File: src/rtl/rom_bank_mapper_if.sv
// rtl/rom_bank_mapper_if.sv - toggle-handshake memory port between rom_bank_mapper and ddram
interface rom_bank_mapper_if #(
    parameter int MEM_W  = 25,
    parameter int DATA_W = 16
);
    logic [MEM_W-2:0]  mem_addr;
    logic [DATA_W-1:0] mem_din;
    logic              mem_we_req;
    logic              mem_we_ack;
    logic              mem_rd_req;
    logic              mem_rd_ack;
    logic [DATA_W-1:0] mem_dout;

    modport master (
        output mem_addr, mem_din, mem_we_req, mem_rd_req,
        input  mem_we_ack, mem_rd_ack, mem_dout
    );

    modport slave (
        input  mem_addr, mem_din, mem_we_req, mem_rd_req,
        output mem_we_ack, mem_rd_ack, mem_dout
    );
endinterface

File: src/rtl/rom_bank_mapper.sv
// rtl/rom_bank_mapper.sv - N-bank ROM mapper, download write path and single-outstanding memory arbiter
// Optional ROM mirroring mask on reads: define ROM_MAPPER_SIZE_MASK_EN.
module rom_bank_mapper #(
    parameter  int ADDR_W     = 22,
    parameter  int BANK_SHIFT = 19,
    parameter  int PAGE_W     = 6,
    parameter  int DATA_W     = 16,
    parameter  int LOCK_BANK0 = 1,
    localparam int BANK_IDX_W = ADDR_W - BANK_SHIFT,
    localparam int MEM_W      = BANK_SHIFT + PAGE_W
) (
    input  logic                  clk_sys,
    input  logic                  reset,
    input  logic                  map_we,
    input  logic [BANK_IDX_W-1:0] map_a,
    input  logic [PAGE_W-1:0]     map_d,
    input  logic [ADDR_W-2:0]     cpu_addr,
    input  logic                  cpu_req,
    output logic                  cpu_ack,
    output logic [DATA_W-1:0]     cpu_dout,
    input  logic                  dl_active,
    input  logic                  dl_wr,
    input  logic [MEM_W-1:0]      dl_addr,
    input  logic [DATA_W-1:0]     dl_data,
    output logic                  dl_wait,
    output logic                  dl_overrun,
`ifdef ROM_MAPPER_SIZE_MASK_EN
    input  logic [MEM_W-2:0]      rom_mask,
`endif
    rom_bank_mapper_if.master     mem
);
    localparam int NBANK = 1 << BANK_IDX_W;
    localparam int MA_W  = MEM_W - 1;

    typedef enum logic [1:0] {S_IDLE, S_WR_WAIT, S_RD_WAIT, S_DRAIN} state_t;

    state_t            state_q, state_d;
    logic [PAGE_W-1:0] bank_q [NBANK];
    logic [PAGE_W-1:0] bank_d [NBANK];
    logic              use_map_q, use_map_d;
    logic [DATA_W-1:0] cpu_dout_q, cpu_dout_d;
    logic              cpu_ack_q, cpu_ack_d;
    logic              wr_pend_q, wr_pend_d;
    logic              overrun_q, overrun_d;
    logic [MA_W-1:0]   wr_addr_q, wr_addr_d;
    logic [DATA_W-1:0] wr_data_q, wr_data_d;
    logic [MA_W-1:0]   mem_addr_q, mem_addr_d;
    logic [DATA_W-1:0] mem_din_q, mem_din_d;
    logic              mem_we_req_q, mem_we_req_d;
    logic              mem_rd_req_q, mem_rd_req_d;
    logic              dl_active_q;
    logic [MA_W-1:0]   xlate_addr;
    logic [MA_W-1:0]   rd_addr;
    logic              rd_pend;
    logic              we_done;
    logic              rd_done;
    logic              unused_dl_addr_lsb;

    assign unused_dl_addr_lsb = dl_addr[0];
    assign rd_pend = cpu_req != cpu_ack_q;
    assign we_done = mem.mem_we_ack == mem_we_req_q;
    assign rd_done = mem.mem_rd_ack == mem_rd_req_q;

    always_comb begin
        if (use_map_q) begin
            xlate_addr = {bank_q[cpu_addr[ADDR_W-2:BANK_SHIFT-1]], cpu_addr[BANK_SHIFT-2:0]};
        end else begin
            xlate_addr = MA_W'(cpu_addr);
        end
    end

`ifdef ROM_MAPPER_SIZE_MASK_EN
    assign rd_addr = xlate_addr & rom_mask;
`else
    assign rd_addr = xlate_addr;
`endif

    always_comb begin
        state_d = state_q;
        case (state_q)
            S_IDLE: begin
                if (wr_pend_q)    state_d = S_WR_WAIT;
                else if (rd_pend) state_d = S_RD_WAIT;
            end
            S_WR_WAIT: if (we_done)            state_d = S_IDLE;
            S_RD_WAIT: if (rd_done)            state_d = S_IDLE;
            S_DRAIN:   if (we_done && rd_done) state_d = S_IDLE;
            default:                           state_d = S_IDLE;
        endcase
    end

    always_comb begin
        bank_d       = bank_q;
        use_map_d    = use_map_q;
        cpu_dout_d   = cpu_dout_q;
        cpu_ack_d    = cpu_ack_q;
        wr_pend_d    = wr_pend_q;
        overrun_d    = overrun_q;
        wr_addr_d    = wr_addr_q;
        wr_data_d    = wr_data_q;
        mem_addr_d   = mem_addr_q;
        mem_din_d    = mem_din_q;
        mem_we_req_d = mem_we_req_q;
        mem_rd_req_d = mem_rd_req_q;

        if (map_we && ((map_a != '0) || (LOCK_BANK0 == 0))) begin
            bank_d[map_a] = map_d;
            use_map_d     = 1'b1;
        end

        if (dl_active && !dl_active_q) overrun_d = 1'b0;

        // The capture slot is separate from mem_addr so a download can land while a read is in flight.
        if (dl_wr) begin
            if (!wr_pend_q) begin
                wr_addr_d = dl_addr[MEM_W-1:1];
                wr_data_d = {dl_data[DATA_W/2-1:0], dl_data[DATA_W-1:DATA_W/2]};
                wr_pend_d = 1'b1;
            end else begin
                overrun_d = 1'b1;
            end
        end

        case (state_q)
            S_IDLE: begin
                if (wr_pend_q) begin
                    mem_addr_d   = wr_addr_q;
                    mem_din_d    = wr_data_q;
                    mem_we_req_d = ~mem_we_req_q;
                end else if (rd_pend) begin
                    mem_addr_d   = rd_addr;
                    mem_rd_req_d = ~mem_rd_req_q;
                end
            end
            S_WR_WAIT: if (we_done) wr_pend_d = 1'b0;
            S_RD_WAIT: begin
                if (rd_done) begin
                    cpu_dout_d = mem.mem_dout;
                    cpu_ack_d  = ~cpu_ack_q;
                end
            end
            default: ;
        endcase
    end

    always_ff @(posedge clk_sys) begin
        if (reset) begin
            state_q    <= (!we_done || !rd_done) ? S_DRAIN : S_IDLE;
            for (int i = 0; i < NBANK; i++) bank_q[i] <= PAGE_W'(i);
            use_map_q  <= 1'b0;
            cpu_dout_q <= '0;
            cpu_ack_q  <= cpu_req;
            wr_pend_q  <= 1'b0;
            overrun_q  <= 1'b0;
            wr_addr_q  <= '0;
            wr_data_q  <= '0;
            mem_addr_q <= '0;
            mem_din_q  <= '0;
        end else begin
            state_q    <= state_d;
            bank_q     <= bank_d;
            use_map_q  <= use_map_d;
            cpu_dout_q <= cpu_dout_d;
            cpu_ack_q  <= cpu_ack_d;
            wr_pend_q  <= wr_pend_d;
            overrun_q  <= overrun_d;
            wr_addr_q  <= wr_addr_d;
            wr_data_q  <= wr_data_d;
            mem_addr_q <= mem_addr_d;
            mem_din_q  <= mem_din_d;
        end
    end

    // Request toggles survive reset so an in-flight memory transaction can still be drained.
    always_ff @(posedge clk_sys) begin
        dl_active_q <= dl_active;
        if (!reset) begin
            mem_we_req_q <= mem_we_req_d;
            mem_rd_req_q <= mem_rd_req_d;
        end
    end

    assign cpu_ack        = cpu_ack_q;
    assign cpu_dout       = cpu_dout_q;
    assign dl_wait        = wr_pend_q;
    assign dl_overrun     = overrun_q;
    assign mem.mem_addr   = mem_addr_q;
    assign mem.mem_din    = mem_din_q;
    assign mem.mem_we_req = mem_we_req_q;
    assign mem.mem_rd_req = mem_rd_req_q;
endmodule

File: src/flat_wrapper.sv
// flat-port wrapper written by rule: the top's interface ports become plain ports
module rom_bank_mapper_flat 
#(
    parameter  int ADDR_W     = 22,
    parameter  int BANK_SHIFT = 19,
    parameter  int PAGE_W     = 6,
    parameter  int DATA_W     = 16,
    parameter  int LOCK_BANK0 = 1,
    localparam int BANK_IDX_W = ADDR_W - BANK_SHIFT,
    localparam int MEM_W      = BANK_SHIFT + PAGE_W
)
  (clk_sys, reset, map_we, map_a, map_d, cpu_addr, cpu_req, cpu_ack, cpu_dout, dl_active, dl_wr, dl_addr, dl_data, dl_wait, dl_overrun, mem_mem_addr, mem_mem_din, mem_mem_we_req, mem_mem_rd_req, mem_mem_we_ack, mem_mem_rd_ack, mem_mem_dout);
  rom_bank_mapper_if #(.MEM_W((25)), .DATA_W(DATA_W)) mem_i ();
  input  logic clk_sys;
  input  logic reset;
  input  logic map_we;
  input  logic [BANK_IDX_W-1:0] map_a;
  input  logic [PAGE_W-1:0] map_d;
  input  logic [ADDR_W-2:0] cpu_addr;
  input  logic cpu_req;
  output logic cpu_ack;
  output logic [DATA_W-1:0] cpu_dout;
  input  logic dl_active;
  input  logic dl_wr;
  input  logic [MEM_W-1:0] dl_addr;
  input  logic [DATA_W-1:0] dl_data;
  output logic dl_wait;
  output logic dl_overrun;
  output wire logic [$bits(mem_i.mem_addr)-1:0] mem_mem_addr;
  output wire logic [$bits(mem_i.mem_din)-1:0] mem_mem_din;
  output wire logic [$bits(mem_i.mem_we_req)-1:0] mem_mem_we_req;
  output wire logic [$bits(mem_i.mem_rd_req)-1:0] mem_mem_rd_req;
  input wire logic [$bits(mem_i.mem_we_ack)-1:0] mem_mem_we_ack;
  input wire logic [$bits(mem_i.mem_rd_ack)-1:0] mem_mem_rd_ack;
  input wire logic [$bits(mem_i.mem_dout)-1:0] mem_mem_dout;
  assign mem_mem_addr = mem_i.mem_addr;
  assign mem_mem_din = mem_i.mem_din;
  assign mem_mem_we_req = mem_i.mem_we_req;
  assign mem_mem_rd_req = mem_i.mem_rd_req;
  assign mem_i.mem_we_ack = mem_mem_we_ack;
  assign mem_i.mem_rd_ack = mem_mem_rd_ack;
  assign mem_i.mem_dout = mem_mem_dout;
  rom_bank_mapper #(.ADDR_W(ADDR_W), .BANK_SHIFT(BANK_SHIFT), .PAGE_W(PAGE_W), .DATA_W(DATA_W), .LOCK_BANK0(LOCK_BANK0)) u_core (.clk_sys(clk_sys), .reset(reset), .map_we(map_we), .map_a(map_a), .map_d(map_d), .cpu_addr(cpu_addr), .cpu_req(cpu_req), .cpu_ack(cpu_ack), .cpu_dout(cpu_dout), .dl_active(dl_active), .dl_wr(dl_wr), .dl_addr(dl_addr), .dl_data(dl_data), .dl_wait(dl_wait), .dl_overrun(dl_overrun), .mem(mem_i));
endmodule
File: config.mk
export PLATFORM = sky130hd
export DESIGN_NAME = rom_bank_mapper_flat
export DESIGN_NICKNAME = d
export VERILOG_FILES = /design/src/rtl/rom_bank_mapper_if.sv /design/src/rtl/rom_bank_mapper.sv /design/src/flat_wrapper.sv
export SDC_FILE = /design/constraint.sdc
export NUM_CORES = 1
export LEC_CHECK = 0
export BUFFER_PORTS_ARGS = -buffer_cell sky130_fd_sc_hd__buf_4
export CAP_MARGIN = 5
export CORE_MARGIN = 2
export CORE_UTILIZATION = 53
export CTS_CLUSTER_SIZE = 8
export DETAILED_ROUTE_END_ITERATION = 6
export HOLD_SLACK_MARGIN = 0.03
export PLACE_DENSITY_LB_ADDON = 0.05
export RECOVER_POWER = 25
export SETUP_SLACK_MARGIN = 0.5
export SLEW_MARGIN = 20
export SYNTH_ARGS = -nofsm -noshare
export SYNTH_HDL_FRONTEND = slang
export SYNTH_SLANG_ARGS = --single-unit
File: constraint.sdc
create_clock -name clk_sys -period 2 [get_ports clk_sys]
set_input_delay 0.2 -clock clk_sys [delete_from_list [all_inputs] [get_ports clk_sys]]
set_output_delay 0.2 -clock clk_sys [all_outputs]
set_load 0.02 [all_outputs]
==> impl_metrics.ini <==
[run_status]
status = completed

[sta]
finalHoldViolCount = 0
min_period_over_period = 0.786
rsz0062_at_grt = yes
max_freq_mhz = 636
max_slew_margin = 0.236
finalMaxSlewViolations = 0
fin_skew_ns = 0.00898
layout_min_cycle_time_ns = 1.57
hold_ws_ns = 0.0389
setup_ws_ns = 0.427
finalSetupTns_ns = 0
worst-slew-pin-transition_ns = 1.15
final-setup-viol-count = 0

[power]
peakVddDrop_mv = 0.694
p_leak_nw = 3.50
power_density_nw_per_um2 = 933

[final_layout]
drive_gt1_frac = 0.283
n_antenna_cell = 0
area_delta_synth_final_pct = 39.0
final_cell_mix = buf_4, nand2_1, dfxtp_1
fin_util = 0.757
nets = 961
fin_area_um2 = 8650
final_common_cell = buf_4

[min_path]
min_from = dl_data[0]
holdPathStages = 3
hold_class = in -> reg
worstHoldEndpoint = u_core.wr_data_q[8]

[logic_synthesis]
ys_seq_elements = 153
synth_flop_cell = dfxtp_1
synth_edf_count = 5
ys_seq_area_frac = 0.500
synth_fa_ha_area_frac = 0
avgSynthCellArea_um2 = 9.30
synthXorXnorAreaFrac = 0.00804
synth_compound_area_frac = 0.135
synth_top_area_share = 0.476
synthCells = 669
yosys-top-cells-area = dfxtp_1, nand2_1, mux2i_1
yosysTopAreaCell = dfxtp_1
synthSimpleGateAreaFrac = 0.196
syn-cell-area_um2 = 6220
ys_warn_count = 0
syn-num-nets = 764
synth_top_family_by_area = simple AND/OR/NAND/NOR gates
async_flop_share = 0
synth.distinct_cells = 48
yosys-mux-area-fraction = 0.117

[detailed_routing]
dr.pass1.iters = 5
final_antenna_net_count = 0
via_count = 5398
drc_errors = 0
drtIter0Drc = 369
avgViaCountPerCell = 5.28
wl_per_cell_um = 15.7
wl_um = 16100

[grt]
track_usage = 0.254
grt_pass1_wl_um = 25700
grt_max_degree = 68
antenna_found_initial = 0
grt_pass1_vias = 5296
overflow = 0

[setup_path]
critPathRequiredTime_ns = 2.24
r2r-end = u_core.cpu_ack
r2r_setup_slack_ns = 0.48
r2r-start = u_core.mem.mem_rd_req
crit_buf_inv = 2
endpoint_kind = flop
crit_arrival_ns = 1.82
crit_family = buffers and inverters
rr_worst_depth = 3
criticalPathCategory = in -> reg
critPathMaxStageDelay_ns = 0.92
crit_chain = clkbuf_2 > clkbuf_1 > a21oi_1
path_max_fanout = 36
critPathSlowestCell = clkbuf_1
crit_path_start_kind = input pin

[placed_design]
place_area_um2 = 7440
dp_hpwl_um = 9860
port-buffer-count = 154
dp_slack_ns = 0.282
place_congestion = 0.798

[cts]
clk_latency_ns = 0.42
h-tree-depth = 4
max-clock-path-buffers = 2
clockRootBuffer = clkbuf_16
cts.sinks = 153
cts_buffers = 17
cts_tree = done
clkSlewWorstSetupHoldPaths_ns = 0.06

[floorplan]
pin_count = 156
fp.dieH_um = 112
fp-row-count = 39
die_w_um = 112
start_util = 0.545
die-area_um2 = 12600
core_area_um2 = 11400

[run]
max_cap_violations = 0
## power by group
part	total [W]	switching (W)	internal [W]
Combinational	0.00139	0.000739	0.000648
Sequential	0.00338	0.000115	0.00326
Clock	0.00330	0.00118	0.00212
## state kept, by name, summed over array words and instances, names as in the netlist, 2 cells and up
register / flops
u_core.state_q: 2
u_core.bank_q: 48
u_core.cpu_dout: 16
u_core.wr_addr_q: 24
u_core.mem.mem_addr: 24
u_core.mem.mem_din: 16
u_core.wr_data_q: 16
## worst register-to-register path, delay by kind of cell (launching register included)
kind,cells,cell delay (ns)
xor+xnor,1,0.21
flops,1,0.45
simple gates,2,0.58
## cells in the mapped netlist, drive strengths merged, types with 2 or more instances
master   count
inv          4
o21ai        5
nor3         4
nand3        2
dfxtp      148
a22oi        3
or3          2
buf         23
a211oi      18
nor3b        3
nor2b       21
mux4         6
a211o       10
a21oi       80
edfxtp       5
nand2      163
o41ai        3
and3         4
nor2        56
and2         2
a311oi       2
nand2b       6
mux2i       58
nand3b       6
clkbuf      21
xor2         3
o22ai        3
a2111oi      2
## routing by layer
metal  vias up  wire length, µm  global-route usage
li1       2666                -                   -
met1      2547             7000               0.322
met2       164             7940               0.428
met3        21              839              0.0594
met4         0              281              0.0919
met5         -                0                   0
## cells by family (layout without fill, tap and decap cells)
| kind of cell | after synthesis | count (layout) |
|---|---|---|
| buffers and inverters | 48 | 258 |
| multiplexers | 65 | 65 |
| flip-flops | 153 | 153 |
| AND/OR/NAND/NOR | 270 | 270 |
| AO/OA/AOI/OAI | 129 | 129 |
| XOR/XNOR | 4 | 4 |
## layout make-up
class | instances | area (µm²)
clock buffers | 24 | 502
clock inverters | 8 | 115
fillers | 777 | 2770
inverters | 4 | 15.0
multi-input cells | 468 | 2870
flip-flops and latches | 153 | 3120
well taps | 143 | 179
repair buffers | 222 | 1850
## worst max-delay path by stage
| stage | slack (ns) | start | cells past startpoint | end |
|---|---|---|---|---|
| floorplan | 0.44 | u_core.mem.mem_rd_req | 6 | u_core.cpu_dout[5] |
| detailed placement | 0.28 | u_core.mem.mem_rd_req | 3 | u_core.cpu_ack |
| global placement | 0.35 | u_core.mem.mem_rd_req | 3 | u_core.cpu_ack |
| finish | 0.43 | reset | 3 | u_core.wr_addr_q[9] |
| global route | 0.23 | reset | 3 | u_core.wr_addr_q[1] |
| CTS | 0.48 | u_core.mem.mem_rd_req | 3 | u_core.cpu_ack |
## metrics by stage
| stage | power (W) | std cells |
|---|---|---|
| 3_5_place_dp | 0.00464 | 933 |
| 6_report | 0.00807 | 1022 |
| 2_1_floorplan | 0.00418 | 669 |
| 5_1_grt | 0.00838 | 1022 |
| 3_3_place_gp | 0.00461 | 933 |
| 4_1_cts | 0.00805 | 1019 |
## what timing repair did
item                       CTS  global route
gates cloned                 0             2
pin swaps                    3             0
hold buffers                45             0
gates resized for setup      8             5
buffers inserted             9             1
setup endpoints to repair   38            24
hold endpoints to repair    45             0
No activity file was read; power rests on OpenSTA's default activity.
